$ cat config.mk
export PLATFORM = sky130hd
export DESIGN_NAME = io_input_port
export DESIGN_NICKNAME = d
export VERILOG_FILES = /design/src/rtl/io_input_port.sv
export SDC_FILE = /design/constraint.sdc
export NUM_CORES = 1
export LEC_CHECK = 0
export CAP_MARGIN = 20
export CORE_ASPECT_RATIO = 0.8
export CORE_MARGIN = 1
export CORE_UTILIZATION = 49
export CTS_CLUSTER_SIZE = 8
export DETAILED_ROUTE_END_ITERATION = 10
export PLACE_DENSITY = 0.81
export SLEW_MARGIN = 30
export SYNTH_ARGS = -nofsm -noshare
export SYNTH_HDL_FRONTEND = slang
export SYNTH_SLANG_ARGS = --single-unit
export TNS_END_PERCENT = 10
$ cat constraint.sdc
create_clock -name clk -period 1.3 [get_ports clk]
set_input_delay 0.26 -clock clk [delete_from_list [all_inputs] [get_ports clk]]
set_output_delay 0.26 -clock clk [all_outputs]
set_load 0.05 [all_outputs]
$ cat src/rtl/io_input_port.sv
// Pushbutton-latched 16-bit input port; debounce enabled by IO_INPUT_PORT_DEBOUNCE_EN.
// Latency: capture 3 + DB_CYCLES clk after press (3 without debounce); reads are combinational; no backpressure.
module io_input_port #(
    parameter logic [19:0] DB_CYCLES = 20'd500000
) (
    input  logic        clk,
    input  logic        rst,
    input  logic [15:0] pin,
    input  logic        pb,
    input  logic        cs,
    input  logic        addr,
    input  logic        rd_en,
    output logic [15:0] data_out,
    output logic        irq
);

    typedef enum logic [1:0] {
        IDLE    = 2'd0,
        CAPTURE = 2'd1,
        HELD    = 2'd2
    } state_t;

    logic [15:0] pin_s1;
    logic [15:0] pin_s2;
    logic        pb_s1;
    logic        pb_s2;
    logic [1:0]  sync_vld;
    logic        pb_filt;
    logic        armed;
    state_t      state;
    logic [15:0] data;
    logic        ready;
    logic        overrun;
    logic        rd_clr;

    always_ff @(posedge clk) begin
        if (rst) begin
            pin_s1   <= 16'h0000;
            pin_s2   <= 16'h0000;
            pb_s1    <= 1'b0;
            pb_s2    <= 1'b0;
            sync_vld <= 2'b00;
        end else begin
            pin_s1   <= pin;
            pin_s2   <= pin_s1;
            pb_s1    <= pb;
            pb_s2    <= pb_s1;
            sync_vld <= {sync_vld[0], 1'b1};
        end
    end

`ifdef IO_INPUT_PORT_DEBOUNCE_EN
    localparam logic [19:0] DB_LIM = (DB_CYCLES == 20'd0) ? 20'd1 : DB_CYCLES;
    logic [19:0] db_cnt;

    // Counter only runs while the synced level disagrees with the filtered one.
    always_ff @(posedge clk) begin
        if (rst) begin
            db_cnt  <= 20'd0;
            pb_filt <= 1'b0;
        end else if (pb_s2 == pb_filt) begin
            db_cnt  <= 20'd0;
        end else if (db_cnt >= DB_LIM - 20'd1) begin
            db_cnt  <= 20'd0;
            pb_filt <= pb_s2;
        end else begin
            db_cnt  <= db_cnt + 20'd1;
        end
    end
`else
    logic db_unused;
    assign db_unused = ^DB_CYCLES;
    assign pb_filt   = pb_s2;
`endif

    assign rd_clr = cs & ~addr & rd_en;

    always_ff @(posedge clk) begin
        if (rst) begin
            state   <= IDLE;
            data    <= 16'h0000;
            ready   <= 1'b0;
            overrun <= 1'b0;
            armed   <= 1'b0;
        end else begin
            // A button already held through reset must be seen released before it may capture.
            if (sync_vld[1] && !pb_filt && !pb_s2) begin
                armed <= 1'b1;
            end
            case (state)
                IDLE:    if (armed && pb_filt) state <= CAPTURE;
                CAPTURE: state <= HELD;
                HELD:    if (!pb_filt) state <= IDLE;
                default: state <= IDLE;
            endcase
            if (state == CAPTURE) begin
                data  <= pin_s2;
                ready <= 1'b1;
                if (ready) begin
                    overrun <= 1'b1;
                end
            end else if (rd_clr) begin
                ready   <= 1'b0;
                overrun <= 1'b0;
            end
        end
    end

    assign irq = ready;

    always_comb begin
        data_out = 16'h0000;
        if (cs) begin
            if (addr) begin
                data_out = {13'b0, overrun, state == HELD, ready};
            end else begin
                data_out = data;
            end
        end
    end

endmodule
# Word level (Yosys, flattened, before mapping)
# Cells that the tools add are included.
dict set report totals {
  ff_bits 57
  in_bits 22
  output_inout_bits 17
  wordCells 37
}
dict set report op_classes {
  n_eq_ne 5
  mux 10
  bitwise 3
  reduce_logical 8
}
# op n
set ops {}
lappend ops {{$mux W16} 2}
lappend ops {{$ne A2 B2 Y1 const B} 3}
lappend ops {{$pmux W2 S3} 1}
lappend ops {{$mux W1} 5}
lappend ops {{$mux W2} 2}
lappend ops {{$reduce_and A2 Y1} 2}
lappend ops {{$logic_and A1 B1 Y1} 3}
lappend ops {{$and A1 B1 Y1} 2}
lappend ops {{$eq A2 B1 Y1 const B} 1}
lappend ops {{$eq A2 B2 Y1 const B} 1}
lappend ops {{$logic_not A2 Y1} 1}
lappend ops {{$reduce_bool A2 Y1} 1}
lappend ops {{$logic_not A1 Y1} 1}
lappend ops {{$not A1 Y1} 1}

# Depth between registers and ports, before layout
# Gate-level depths: netlist of the first run.
dict set report depth {
  word_depth 5
  depth_mapped 5
  mapped_depth_nobuf 3
}

# Worst setup path before layout of the first run
# OpenSTA, ideal clock, no wires.
dict set report synth_path {
  kind {flip-flop to output port}
  from {reg state[0]}
  to {out data_out[1]}
  arrival_time_ns 1.630
  required_ns 1.040
  slack_ns -0.590
  path_stages_with_launch 3
  path_buffers 0
  cell_sequence {dfxtp_1 > nand3b_1 > a21boi_0}
}
dict set report synth_between {
  elab_chain_cells 3
}
# element line
set synth_lines {}
lappend synth_lines {{start: declaration} 30} ;# state_t state;
lappend synth_lines {{start signal: assignment} 80} ;# state <= IDLE;
lappend synth_lines {{start signal: assignment} 91} ;# IDLE: if (armed && pb_filt) state <= CAPTURE;
lappend synth_lines {{start signal: assignment} 92} ;# CAPTURE: state <= HELD;
lappend synth_lines {{$eq A2 B2 Y1} 115} ;# data_out = {13'b0, overrun, state == HELD, ready};
lappend synth_lines {{$mux W16} 114} ;# if (addr) begin
lappend synth_lines {{$mux W16} 113} ;# if (cs) begin
lappend synth_lines {{end: declaration} 13} ;# output logic [15:0] data_out,
# Every way passes these cells.

# Final worst setup path of the first run
# Ends and elaborated chain as after synthesis.

==> summary.md, run 1 <==
The run gives 0.001869 sq mm as the summed instance area of the synthesized netlist. The run finished, with violations left. From left edge to right edge, the die measures 71.06 um.

Sorting the synthesized cells by area gives the leading types as dfxtp_1 (61%), nor2b_1 (13%), nand2_1 (6.6%). Static timing analysis puts the maximum clock frequency at 695.1 MHz. Data on the critical path is required at its endpoint by 1040 ps. 39 I/O pins were placed. The setup slack of the critical path after layout is -138.6 ps, and the total power is 0.003675 W.

The die extent in y was 57.25 um; the number of antenna cells inserted was 0. In this run the tightest slew margin relative to its limit is 74.19%. The multiplexer fraction of the synthesized cell area works out to 1.071%. The region available for standard cell placement spans 0.003542 sq mm. For this run, the post-layout net count is 258. Dividing the detail-routed via count by the number of cells gives 4.733. For the hold violation total from the final report, the log shows 0.

Row generation in the floorplan step produced 19 rows. The global-route met2 utilization is 32.14%, and the share of synthesized flip-flops with an asynchronous set or reset is 0%. The first global-routing pass estimated 5954 um of wire. The most repeated cell in the gate-level netlist after synthesis is dfxtp_1. The synthesized netlist devotes 0% of its cell area to adder and majority cells. For this design the static power due to leakage is 1.069 nW. The final reports fail on DRC, setup timing. Along the worst path, the maximum fanout reaches 2.

Clock skew on the completed layout was measured at 4.628 ps. In this run, CTS created clock tree buffers numbering 9. Highest-utilization routing layer at the global route stage: met2.

The sequential cells in the finished layout cover a total of 0.001150 sq mm. The tools report the largest buffer count on any clock path as 2. Counting flops with a built-in enable in the synthesized netlist gives 0. Initial antenna violation count: 0.

The share of the core filled with cells in the final layout came out at 77.99%. Deepest level of the CTS H-tree: 3. The largest individual stage delay along the critical path comes from the cell dfxtp_4. For this configuration, the core starts out at a cell density of 52.77%. The simple logic cell fraction of the synthesized area is 28.31%, and the remaining antenna violation count after routing is 0. For the global routing usage summed across all routing layers, the log shows 20.20%.

After routing, the total negative slack on setup checks comes to -231.5 ps. The logs give 1319 for the number of global-route vias before repair and 0 for the number of maximum-capacitance constraint violations. The register bit total from synthesis was 57. By area, the combinational part of the netlist is dominated by simple AND/OR/NAND/NOR gates. The switching fraction of total power works out to 19.24%.

Summing the areas of all compound-gate instances in the mapped netlist gives 5.689% of the synthesized area. The arrival time at the worst endpoint is 1180 ps. CTS saw 57 sinks.

The tools report the element type at the critical path start as a register. Yosys mapped the design onto 22 distinct sky130hd cell types. The number of pins exceeding their max-slew limit in the final report was 0; the fraction of final layout cells with drive strength greater than 1 was 29.71%.

After global routing the overflow that remains totals 0. For this run, the slowest stage of the critical path takes 340 ps. The clock network burns 45.5% of the power. After detailed placement, the total cell area comes to 0.002486 sq mm. Traced cell by cell, the critical path runs through nand3b_1 > a21boi_2 > buf_12. After the first detailed-routing iteration, the DRC count stood at 78. The area growth from synthesis to layout was 47.79%; the mean post-synth cell area was 9.943 sq um. The commonest cells after synthesis are dfxtp_1 (57), nor2b_1 (39), nand2_1 (33), a21oi_1 (17), and2_1 (13). The type of element capturing the critical path was an output pin.

Combinational logic is responsible for 5.1% of the overall power. After clock tree synthesis, the clock-pin slew on the worst setup and hold paths is 60 ps. TritonCTS built the clock tree.

Setup repair after global routing could not meet its margin everywhere. The logs give 1 for the residual DRC count and 0.002763 sq mm for the summed area of non-filler cells in the final layout. Entering global routing, the biggest net connects 24 pins. The run gives 49.4% as the sequential share of power. Hold timing on the final database bottoms out at a slack of 338.4 ps. The cell taking the most area after synthesis is dfxtp_1.

The worst-case IR drop observed on VDD is 0.8407 mV. For met3 alone, demand over resource in global routing was 9.541%. Global routing consumed, on the met1 layer, 23.53% of the routing resources. The count of buffers from port buffering works out to 38.

For the worst-skew pair, the clock arrives at the later sink with an insertion delay of 320 ps. For this block, the routed nets add up to 3502 um of wire. The areal power density over the cells was 1330 mW/mm^2.

At the pin with the least slew margin, the transition time is 387.1 ps. The smallest clock period supported by the final layout is computed as 1439 ps. Internal power comes to 0.002968 W. The class of the tightest hold or removal check was primary input to register. For this block, the via count after detailed routing is 1330. For the routability-driven placement congestion ratio, the log shows 0.7115.

Synthesized net count: 210. For this run, the register share of the synthesized area comes to 61.04%. Post-route fraction of the period consumed by the critical path: 110.7%.

The tools report the number of hold buffers added after CTS as 0. The predominant post-synthesis flop cell was dfxtp_1. After Yosys synthesis, XOR and XNOR cells account for 0% of the synthesized area. The layout has 219 filler cells. By startpoint and endpoint, the worst setup path is classified as register to output pin.

Setup violations remaining at the end of the flow were counted as 3. The first detailed-routing pass took 7 iterations. Power spent charging and discharging nets: 0.0007069 W.

The logs give 2112 um for the detailed-placement wirelength estimate and 716.9 sq um for the total area of multi-input combinational cells. Summed over its instances, the top area cell type makes up 61.04% of the synthesized netlist area. The die covers 0.004068 sq mm.

The cell count after synthesis came out at 188. CTS placed an instance of clkbuf_8 at the clock tree root. Yosys printed 0 warnings. The post-detailed-route wirelength per cell works out to 12.46 um.
==> registers in the layout, summed over array words and instances (netlist names) <==
register / cells
data: 16
pin_s1: 16
pin_s2: 16
state: 2
sync_vld: 2
armed: 1
irq: 1
overrun: 1
pb_filt: 1
pb_s1: 1
==> placed cells by master, fill, tap and decap left out, drive strengths merged <==
cell           instances
clkdlybuf4s50         18
nor2b                 39
clkbuf                10
buf                   30
bufinv                 2
and2                  13
a21oi                 18
clkinv                 2
nand2b                 2
nor2                   4
inv                    2
a21boi                 1
dfxtp                 57
mux2i                  2
nand3b                 2
and3                   1
o21ai                  1
nand2                 33
nor4                   2
==> what timing repair did <==
action / in CTS / in global routing
setup endpoints to repair: 16 / 3
gates resized for setup: 35 / 2
setup buffers: 1 / 0
cloned: 1 / 0
pin swaps: 1 / 0
==> power groups by stage <==
stage | logic, W | clock network (W) | registers [W]
2_1_floorplan | 0.0000790 | 0 | 0.00185
3_5_place_dp | 0.000177 | 0 | 0.00186
6_report | 0.000187 | 0.00167 | 0.00182
5_1_grt | 0.000206 | 0.00178 | 0.00182
4_1_cts | 0.000187 | 0.00169 | 0.00182
3_3_place_gp | 0.000174 | 0 | 0.00185
==> stage by stage <==
| step | std cells | worst slack, ps |
|---|---|---|
| 6_report | 281 | -138.6 |
| 5_1_grt | 281 | -188.3 |
| 4_1_cts | 281 | -130.8 |
| 3_5_place_dp | 265 | -418.0 |
| 3_3_place_gp | 265 | -354.3 |
| 2_1_floorplan | 188 | -135.5 |
==> worst max-delay path: cells and delay by family, from the launching register on <==
kind	cells	cell delay, ps
AO/OA/AOI/OAI	1	190
buffers and inverters	1	150
AND/OR/NAND/NOR	1	180
flip-flops	1	340
==> layer usage <==
layer / part of all wire [%] / vias up
li1: - / 683
met1: 44 / 601
met2: 50 / 37
met3: 4.8 / 9
met4: 1.6 / 0
met5: 0 / -
==> worst paths after layout <==
| check | startpoint | to | cells after the start | slack, ps |
|---|---|---|---|---|
| worst max register to register | state[0] | data[14] | 5 | 90 |
| worst max-delay path | state[0] | data_out[1] | 3 | -140 |
| worst min register to register | pin_s2[4] | data[4] | 2 | 430 |
| worst min-delay path | rst | pin_s1[14] | 2 | 340 |
==> area by class of cell <==
cell class | instances | area share [%]
sequential | 57 | 41.62
multi-input combinational | 118 | 25.95
timing repair buffer | 48 | 23.10
clock buffer | 10 | 4.620
clock inverter | 4 | 2.536
tap | 42 | 1.902
inverter | 2 | 0.2717
==> logic make-up (layout without fill, tap and decap cells) <==
logic type / count (synthesis) / in the layout
muxes: 2 / 2
buffers and inverters: 13 / 64
AOI/OAI and AO/OA: 20 / 20
and+or+nand+nor: 96 / 96
DFF: 57 / 57
Note: power is estimated with default switching activity, not from simulation.
==> inputs of run 2 (changes only) <==
Settings changed: SLEW_MARGIN 30 to not set, TNS_END_PERCENT 10 to 50.
==> summary.md, run 2 (synthesis gave the netlist of run 1 again) <==
The run finished, with violations left. Violations in the final reports: DRC, setup timing (unchanged). The combined buffer and inverter count along the critical path works out to 1 (unchanged). Worst-case register-to-register setup slack: 50 ps (was 90 ps). Area growth from synthesis to layout: 46.32% (was 47.79%). The number of pins exceeding their max-slew limit in the final report is 0 (unchanged).

Number of global-route vias before repair: 1216 (was 1319). The global routing usage summed across all routing layers was 19.23% (was 20.20%). Critical register-to-register path startpoint: state[0] (unchanged). The logs give 52.77% (unchanged) for the starting density of the core and 0 (unchanged) for the remaining antenna violation count after routing. The run gives 258 (unchanged) as the number of nets in the finished design. The first-iteration detailed-routing DRC count was 86 (was 78). The largest stage delay on the critical path is 340 ps (about the same). The most common cell after layout, fill and taps aside was dfxtp_1 (unchanged). The number of placed I/O pins came out at 39 (unchanged). The post-detailed-route wirelength per cell came out at 11.71 um (was 12.46 um). The run gives 3 (was 1) as the residual DRC count. Detailed-placement wirelength estimate: 2017 um (was 2112 um).

The capture point of the critical path is data_out[1] (unchanged). The tools report the buffer cell driving the clock tree root as clkbuf_8 (unchanged). The tools report the number of buffers created by CTS as 9 (unchanged). The type of element capturing the critical path was an output pin (unchanged).

The horizontal extent of the die was 71.06 um (unchanged). The logic depth of the worst path, buffers included came out at 3 (unchanged). The run gives 1.065 nW (was 1.069 nW) as the leakage power total.

The total area of multi-input combinational cells was 704.4 sq um (was 716.9 sq um). The count of buffers from port buffering came out at 38 (unchanged). The pin count of the biggest net entering global routing was 35 (was 24). TritonCTS built the clock tree. The number of maximum-capacitance constraint violations was 0 (unchanged). The setup slack of the critical path after layout is -176.6 ps (was -138.6 ps).

The number of placement rows is 19 (unchanged). Slowest library cell on the worst path: dfxtp_4 (unchanged). Maximum resistive drop on vdd: 0.9552 mV (was 0.8407 mV). The end of the worst register-to-register path is data[0] (was data[14]). Source of the critical timing path: state[0] (unchanged). The logs give 0.7382 (was 0.7115) for the routability-driven placement congestion ratio and 8 (was 7) for the first-pass iteration count of the detailed router.

Number of instances in the placed design: 265 (unchanged). The family with the most delay on the worst path was flip-flops (unchanged). Setup repair after global routing could not meet its margin everywhere. The initial antenna violation count was 0 (unchanged); the pin slew with the least headroom to its limit was 311.3 ps (was 387.1 ps). Arrival time at the worst endpoint: 1220 ps (was 1180 ps). The filler cell count was 222 (was 219). Data required time of the critical path: 1040 ps (about the same). Class of the tightest hold or removal check: primary input to register (unchanged). The pre-CTS setup slack was -419.6 ps (was -418.0 ps); the areal power density over the cells was 1308 mW/mm^2 (was 1330 mW/mm^2). The fraction of final layout cells with drive strength greater than 1 is 29.88% (was 29.71%).

Highest achievable clock rate: 677.2 MHz (was 695.1 MHz). The run gives 79.25% (was 74.19%) as the worst slew margin relative to its limit. Critical path, cell by cell: nand3b_1 > a21boi_2 > buf_12 (unchanged). The total number of vias is 1327 (was 1330). The run gives 57 (unchanged) as the number of sinks driven by the clock tree.

The final number of setup-violating endpoints is 3 (unchanged). Die extent in y: 57.25 um (unchanged). Largest buffer count on any clock path: 2 (unchanged). The area used by sequential logic in the layout is 0.001151 sq mm (was 0.001150 sq mm), and the overall die area is 0.004068 sq mm (unchanged).

The tools report the floorplan core area as 0.003542 sq mm (unchanged). The via density per instance works out to 4.689 (was 4.733). Highest-count cells in the layout ignoring fill and taps: dfxtp_1 (51), nor2b_1 (37), nand2_1 (33), clkdlybuf4s50_1 (18) (was dfxtp_1 (52), nor2b_1 (36), nand2_1 (33), clkdlybuf4s50_1 (18), buf_12 (18)). The tools report the element type at the critical path start as a register (unchanged). The non-filler instance count after layout is 283 (was 281), and the worst clock skew on the final layout is 6.290 ps (was 4.628 ps).

The deepest level of the CTS H-tree was 3 (unchanged). Largest registers: data: 16 flops, pin_s1: 16 flops, pin_s2: 16 flops (unchanged). The total global routing overflow was 0 (unchanged); the clock-pin slew reported for the worst setup and hold paths after clock tree synthesis was 70 ps (was 60 ps). The count of cells along the worst register-to-register path is 5 (unchanged), and the critical-path maximum fanout is 2 (unchanged). The post-route fraction of the period consumed by the critical path is 113.6% (was 110.7%), and the final critical path time including I/O delays and setup is 1477 ps (was 1439 ps).

The hold violation total from the final report is 0 (unchanged), and the total detailed-routing wirelength is 3315 um (was 3502 um). The logs give 5589 um (was 5954 um) for the first-pass GRT wire length and 0 (unchanged) for the number of antenna cells inserted. The clock latency of the later-clocked register in the worst-skew pair is 340 ps (was 320 ps). Start-to-end type of the worst setup path: register to output pin (unchanged).
[run 2: worst reg2reg max path, delay by kind of cell (launching register included)]
family | cells | cell delay [ps]
and+or+nand+nor | 2 | 350
buffers and inverters | 2 | 340
AOI/OAI and AO/OA | 1 | 140
DFF | 1 | 340
[run 2: worst min path at each step]
stage,start,endpoint,slack [ps],cells past startpoint
2_1_floorplan,pb,pb_s1,390,1
3_3_place_gp,sync_vld[0],sync_vld[1],420,1
3_5_place_dp,pin_s1[7],pin_s2[7],420,1
4_1_cts,rst,armed,270,2
5_1_grt,rst,pb_s1,290,2
6_report,rst,pb_s1,300,2
[run 2: through the flow]
step	util, %	total power [W]	hold slack [ps]	TNS, ps	instance area, sq um
2_1_floorplan	-	0.001931	388.2	-575.5	1887
3_3_place_gp	70.01	0.002022	417.2	-5704	2480
3_5_place_dp	70.01	0.002026	420.4	-6645	2480
4_1_cts	77.04	0.003608	273.4	-403.2	2729
5_1_grt	77.22	0.003734	293.4	-599.3	2735
6_report	77.22	0.003576	295.1	-389.6	2735
[run 2: routing by layer]
metal  up-vias  track usage, %  part of all wire [%]  routed length [um]
li1        680               -                     -                   -
met1       584           23.36                    43                1426
met2        54           28.30                    47                1562
met3         9           7.420                   7.2                 239
met4         0           13.43                   2.6                  86
met5         -               0                     0                   0
[run 2: repair_timing]
item	in CTS	in global routing
setup buffers	1	0
pin swaps	2	0
gates resized for setup	30	3
gates cloned	1	0
hold buffers	0	0
endpoints found under the setup margin	16	14
endpoints found under the hold margin	0	0
[run 2: where the power goes]
group	internal (W)	switching (W)	total [W]
clock network	0.000882	0.000700	0.00158
registers	0.00180	0.0000133	0.00181
logic	0.000111	0.0000699	0.000181
total	0.00279	0.000783	0.00358
[run 2: area by class of cell]
class / instances / share of cell area (%)
clock buffers: 9 / 4.529
multi-input cells: 118 / 25.75
clock inverters: 7 / 2.562
flip-flops and latches: 57 / 42.09
inverters: 2 / 0.2745
well taps: 42 / 1.921
repair buffers: 48 / 22.87
==> patch 1 (settings of run 1) <==
Put a register stage on the output `data_out`, with the module's reset. The value now appears one clock later. The other outputs are not delayed to match.
--- a/src/rtl/io_input_port.sv
+++ b/src/rtl/io_input_port.sv
@@ -20,4 +20,6 @@
         HELD    = 2'd2
     } state_t;
+
+    logic [15:0] data_d;
 
     logic [15:0] pin_s1;
@@ -110,13 +112,21 @@
 
     always_comb begin
-        data_out = 16'h0000;
+        data_d = 16'h0000;
         if (cs) begin
             if (addr) begin
-                data_out = {13'b0, overrun, state == HELD, ready};
+                data_d = {13'b0, overrun, state == HELD, ready};
             end else begin
-                data_out = data;
+                data_d = data;
             end
         end
     end
 
+    always_ff @(posedge clk) begin
+        if (rst) begin
+            data_out <= '0;
+        end else begin
+            data_out <= data_d;
+        end
+    end
+
 endmodule
Formal check against the unedited RTL: not equivalent (Yosys sat finds a counterexample within 10 cycles, from zero or initial values and one cycle with rst high).
==> patch 1 against run 1 <==
Sequential power grew 27%. Setup slack better by 0.27 ns. Sequential cell count grew 16. Power is 24% higher. Core utilization shrank 6.5 points. Area after synthesis increased by 17%. Routed wire length fell by 11%. Final area is 9.5% higher. Clock skew grew 0.00091 ns. Global-route usage is 5.9 points lower. Largest cell class unchanged.
==> patch 1: results (changes against run 1) <==
.. list-table::
   :header-rows: 1

   * - Metric
     - Value
   * - Remaining max-slew budget at the tightest pin
     - 0.8531 (+0.1111)
   * - Leading cell types by total area after synthesis
     - sky130_fd_sc_hd__dfxtp_1, sky130_fd_sc_hd__nor2b_1, sky130_fd_sc_hd__nand2_1
   * - Static leakage
     - 0.001163 uW (+8.8%)
   * - Arrival time reported for the critical path endpoint
     - 0.91 ns (-0.27 ns)
   * - Count of instances resized after the clock tree is built
     - 0 (-100%)
   * - Detailed-placement wirelength estimate
     - 1997 um (-5.5%)
   * - Area fraction in compound gates after synthesis
     - 0.05476 (-0.002131)
   * - Clock transition at the registers of the reported paths
     - 0.07 ns
   * - CTS Hold Buffers Added
     - 0 (unchanged)
   * - Average vias per placed instance
     - 4.350 (-8.1%)
   * - Post-synthesis net count
     - 228 (+8.6%)
   * - Proportion of layout cells with a drive suffix above 1
     - 0.1575 (-0.1396)
   * - Largest stage delay, worst path
     - 0.41 ns (+0.07 ns)
   * - Most frequent cells after synthesis
     - sky130_fd_sc_hd__dfxtp_1, sky130_fd_sc_hd__nor2b_1, sky130_fd_sc_hd__nand2_1
   * - Routed len/inst
     - 10.05 um (-19%)
   * - First-pass GRT wire length
     - 4857 um (-18%)
   * - Number of DRC markers after the initial detailed-route iteration
     - 50 (-36%)
   * - Vias in the first global route
     - 1170 (-11%)
   * - Number of inserted filler cells in the final layout
     - 282 (+29%)
   * - Total track usage
     - 0.1428 (-0.05923)
   * - Outcome
     - completed
   * - Pin count of the biggest net entering global routing
     - 57 (+140%)
   * - CP max FO
     - 4 (+2)
   * - Worst Clk Skew
     - 0.005543 ns (+0.0009146 ns)
   * - Sequential share of the synthesized area
     - 0.6663 (+0.05584)
   * - Maximum vdd ir drop
     - 0.0009379 V (+12%)
   * - Multiplexer fraction of the synthesized cell area
     - 0.009127 (-0.001582)
   * - Count of unique library cells instantiated by Yosys
     - 19 (-14%)
   * - H-tree levels
     - 3 (unchanged)
   * - Post-CTS Repair Setup Buffers
     - 0 (-1)
   * - Routability Congestion
     - 0.6980 (-1.9%)
   * - Post-Synth XOR/XNOR Area
     - 0 (unchanged)
   * - Total Nets Final
     - 271 (+5.0%)
   * - CP top delay family
     - flip-flops
   * - Length of the first detailed-routing pass in iterations
     - 4 (-3)
   * - Library cell contributing the largest single delay on the critical path
     - sky130_fd_sc_hd__dfxtp_1
   * - Synthesis Warnings
     - 0 (unchanged)
[patch 1: changes by cell type after synthesis, sizes merged, moves of 2 or more]
| cell | before | now |
|---|---|---|
| dfxtp | 57 | 73 |
| a21oi | 18 | 21 |
| buf | 7 | 10 |
| nor2b | 39 | 36 |
| clkbuf | 4 | 2 |
| o21ai | 1 | 3 |
[patch 1: logic make-up (layout without fill, tap and decap cells)]
family	count (synthesis)	count (layout)
buffers and inverters	14	62
muxes	2	2
AOI/OAI and AO/OA	24	24
DFF	73	73
and+or+nand+nor	93	93
[patch 1: report_power, final]
group	internal [uW]	leakage (uW)	switching (uW)
combinational	101	0.000447	58.6
sequential	2290	0.000596	13.8
clock	1320	0.000120	751
[patch 1: worst register-to-register path, stage by stage, from the launching register on]
cell and delay (ns):
sky130_fd_sc_hd__dfxtp_1 0.41, sky130_fd_sc_hd__nand2b_1 0.13, sky130_fd_sc_hd__buf_4 0.22, sky130_fd_sc_hd__nand2_1 0.09, sky130_fd_sc_hd__a21oi_1 0.16
[patch 1: path summary, 6_finish.rpt]
path | startpoint | end | slack, ns | cells past startpoint
setup / recovery | irq | irq | 0.13 | 1
hold / removal | rst | data_out[1] | 0.35 | 4
setup reg to reg | state[1] | data[1] | 0.23 | 4
hold reg to reg | pin_s1[15] | pin_s2[15] | 0.43 | 1
[patch 1: area by class of cell]
class / instances / share of cell area
Clock inverter: 5 / 0.03393
Inverter: 2 / 0.002482
Timing Repair Buffer: 44 / 0.1994
Tap cell: 57 / 0.02358
Clock buffer: 11 / 0.04675
Multi-Input combinational cell: 119 / 0.2106
Sequential cell: 73 / 0.4832
[patch 1: routing by layer]
| layer | share of wire | track usage | vias up |
|---|---|---|---|
| li1 | - | - | 727 |
| met1 | 0.46 | 0.1446 | 583 |
| met2 | 0.47 | 0.2398 | 39 |
| met3 | 0.057 | 0.08467 | 4 |
| met4 | 0.012 | 0.07692 | 0 |
| met5 | 0 | 0 | - |
[patch 1: through the flow]
stage	cell area [um2]	worst slack (ns)	std cells	TNS (ns)
3_3_place_gp	2780	0.01602	295	0
4_1_cts	3024	0.1204	311	0
3_5_place_dp	2780	-0.006490	295	-0.007316
6_report	3024	0.1331	311	0
5_1_grt	3024	0.08789	311	0
2_1_floorplan	2193	0.2961	206	0
==> patch 2 (settings of run 1) <==
Made on the original files. Add a define of `IO_INPUT_PORT_DEBOUNCE_EN`.
--- a/src/rtl/io_input_port.sv
+++ b/src/rtl/io_input_port.sv
@@ -1,4 +1,6 @@
 // Pushbutton-latched 16-bit input port; debounce enabled by IO_INPUT_PORT_DEBOUNCE_EN.
 // Latency: capture 3 + DB_CYCLES clk after press (3 without debounce); reads are combinational; no backpressure.
+`define IO_INPUT_PORT_DEBOUNCE_EN
+
 module io_input_port #(
     parameter logic [19:0] DB_CYCLES = 20'd500000
Formal check against the unedited RTL: not equivalent (a bounded check fails within 10 cycles, from zero or initial values and one cycle with rst high).
==> patch 2 against run 1 <==
The run ends with setup timing left. Final area is 47% higher. Via count is 64% higher. Sequential power is 35% higher. Sequential cell count is 21 higher. Count of clock-buffer cells in the layout is 1 higher. Register-to-register slack worse by 0.45 ns. Setup slack worse by 0.22 ns. Area after synthesis is 50% higher. Routed wire length is 59% higher. Power is 27% higher. Critical endpoint is now db_cnt[15].
==> patch 2: results (changes against run 1) <==
.. list-table::
   :header-rows: 1

   * - Metric
     - Value
   * - Maximum vdd ir drop
     - 0.001111 V (+32%)
   * - Routability Congestion
     - 0.7695 (+8.2%)
   * - Sum of routed wire length over all layers
     - 5566 um (+59%)
   * - Final count of negative-setup-slack endpoints
     - 23 (+20)
   * - Pin count of the biggest net entering global routing
     - 58 (+140%)
   * - Worst Clk Skew
     - 0.007117 ns (+0.002489 ns)
   * - Worst hold path stage count
     - 3 (+1)
   * - Library cell contributing the largest single delay on the critical path
     - sky130_fd_sc_hd__a2111o_1
   * - Vias in the first global route
     - 1997 (+51%)
   * - Detailed-placement wirelength estimate
     - 3572 um (+69%)
   * - Most frequent cells after synthesis
     - sky130_fd_sc_hd__dfxtp_1, sky130_fd_sc_hd__nand2_1, sky130_fd_sc_hd__nor2b_1
   * - Clock transition at the registers of the reported paths
     - 0.08 ns (+0.02 ns)
   * - Number of inserted filler cells in the final layout
     - 377 (+72%)
   * - CP max FO
     - 19 (+17)
   * - Largest stage delay, worst path
     - 0.49 ns (+0.15 ns)
   * - PnR worst setup slack
     - -0.3581 ns (-0.2195 ns)
   * - Failing checks
     - setup timing
   * - Vias post-DR
     - 2180 (+64%)
   * - Proportion of layout cells with a drive suffix above 1
     - 0.3297 (+0.03266)
   * - Length of the first detailed-routing pass in iterations
     - 4 (-3)
   * - Post-synthesis net count
     - 319 (+52%)
   * - Leading cell types by total area after synthesis
     - sky130_fd_sc_hd__dfxtp_1, sky130_fd_sc_hd__nor2b_1, sky130_fd_sc_hd__nand2_1
   * - Static leakage
     - 0.001565 uW (+46%)
   * - Total Nets Final
     - 388 (+50%)
   * - Number of DRC markers after the initial detailed-route iteration
     - 101 (+29%)
   * - Sequential share of the synthesized area
     - 0.5574 (-0.05305)
   * - Outcome
     - finished, violations left
[patch 2: cell types whose count changed in the layout (fill, tap and decap cells not counted), sizes merged, moves of 2 or more]
cell	before	now
nand4	0	6
nor3	0	5
nor2	4	21
xnor2	0	10
dfxtp	57	78
o21ai	1	3
a21oi	18	25
nand2	33	43
xor2	0	5
nand3	0	4
buf	30	53
or3	0	2
inv	2	5
nor4	2	4
[patch 2: logic make-up after synthesis]
family,share of synthesized area
buf+inv,0.02590
xor+xnor,0.04689
mux,0.01072
compound gates,0.06387
fa+ha+maj,0.004466
simple gates,0.2894
other cells,0.001339
flops,0.5574
[patch 2: area by class of cell]
cell class	count	area, um2	share of cell area
clock buffer	11	151.4	0.03740
clock inverter	5	81.33	0.02009
inverter	5	18.77	0.004637
multi-input combinational	200	1295	0.3199
sequential	78	1597	0.3944
tap	78	97.59	0.02411
timing repair buffer	71	807.0	0.1994
[patch 2: stage by stage]
| step | hold WS, ns | cells | TNS, ns | instance area (um2) | worst slack (ns) |
|---|---|---|---|---|---|
| after floorplan | 0.3882 | 296 | -6.041 | 2838 | -0.2996 |
| after global placement | 0.4193 | 431 | -12.59 | 3670 | -0.3676 |
| after detailed placement | 0.4204 | 431 | -14.03 | 3670 | -0.4379 |
| after CTS | 0.3736 | 448 | -6.114 | 4001 | -0.3130 |
| after global routing | 0.3914 | 448 | -7.686 | 4048 | -0.4288 |
| final | 0.3792 | 448 | -6.260 | 4048 | -0.3581 |
[patch 2: routing by layer]
metal | routed length, um | global-route usage | share of wire
met3 | 246 | 0.04643 | 0.044
met4 | 87 | 0.08704 | 0.016
met1 | 2568 | 0.2655 | 0.46
met5 | 0 | 0 | 0
met2 | 2663 | 0.3113 | 0.48
[patch 2: timing repair]
action,4_1_cts,5_1_grt
endpoints found under the hold margin,0,0
cloned,1,0
setup buffers,1,0
pin swaps,3,4
endpoints found under the setup margin,36,36
resized for setup,41,15
[patch 2: final timing paths]
check | start | endpoint | slack (ns)
setup / recovery | db_cnt[11] | db_cnt[15] | -0.36
hold / removal | rst | state[1] | 0.38
setup reg to reg | db_cnt[11] | db_cnt[15] | -0.36
hold reg to reg | pin_s2[2] | data[2] | 0.44
[patch 2: tightest hold or removal path, cell delays in order]
cell,delay [ns]
sky130_fd_sc_hd__buf_2,0.12
sky130_fd_sc_hd__buf_12,0.23
sky130_fd_sc_hd__a21oi_1,0.06
[patch 2: power breakdown]
part           internal [uW]  leakage [uW]  switching [uW]
Sequential              2440      0.000648            18.0
Combinational            110      0.000802            74.1
Clock                   1190      0.000116             840
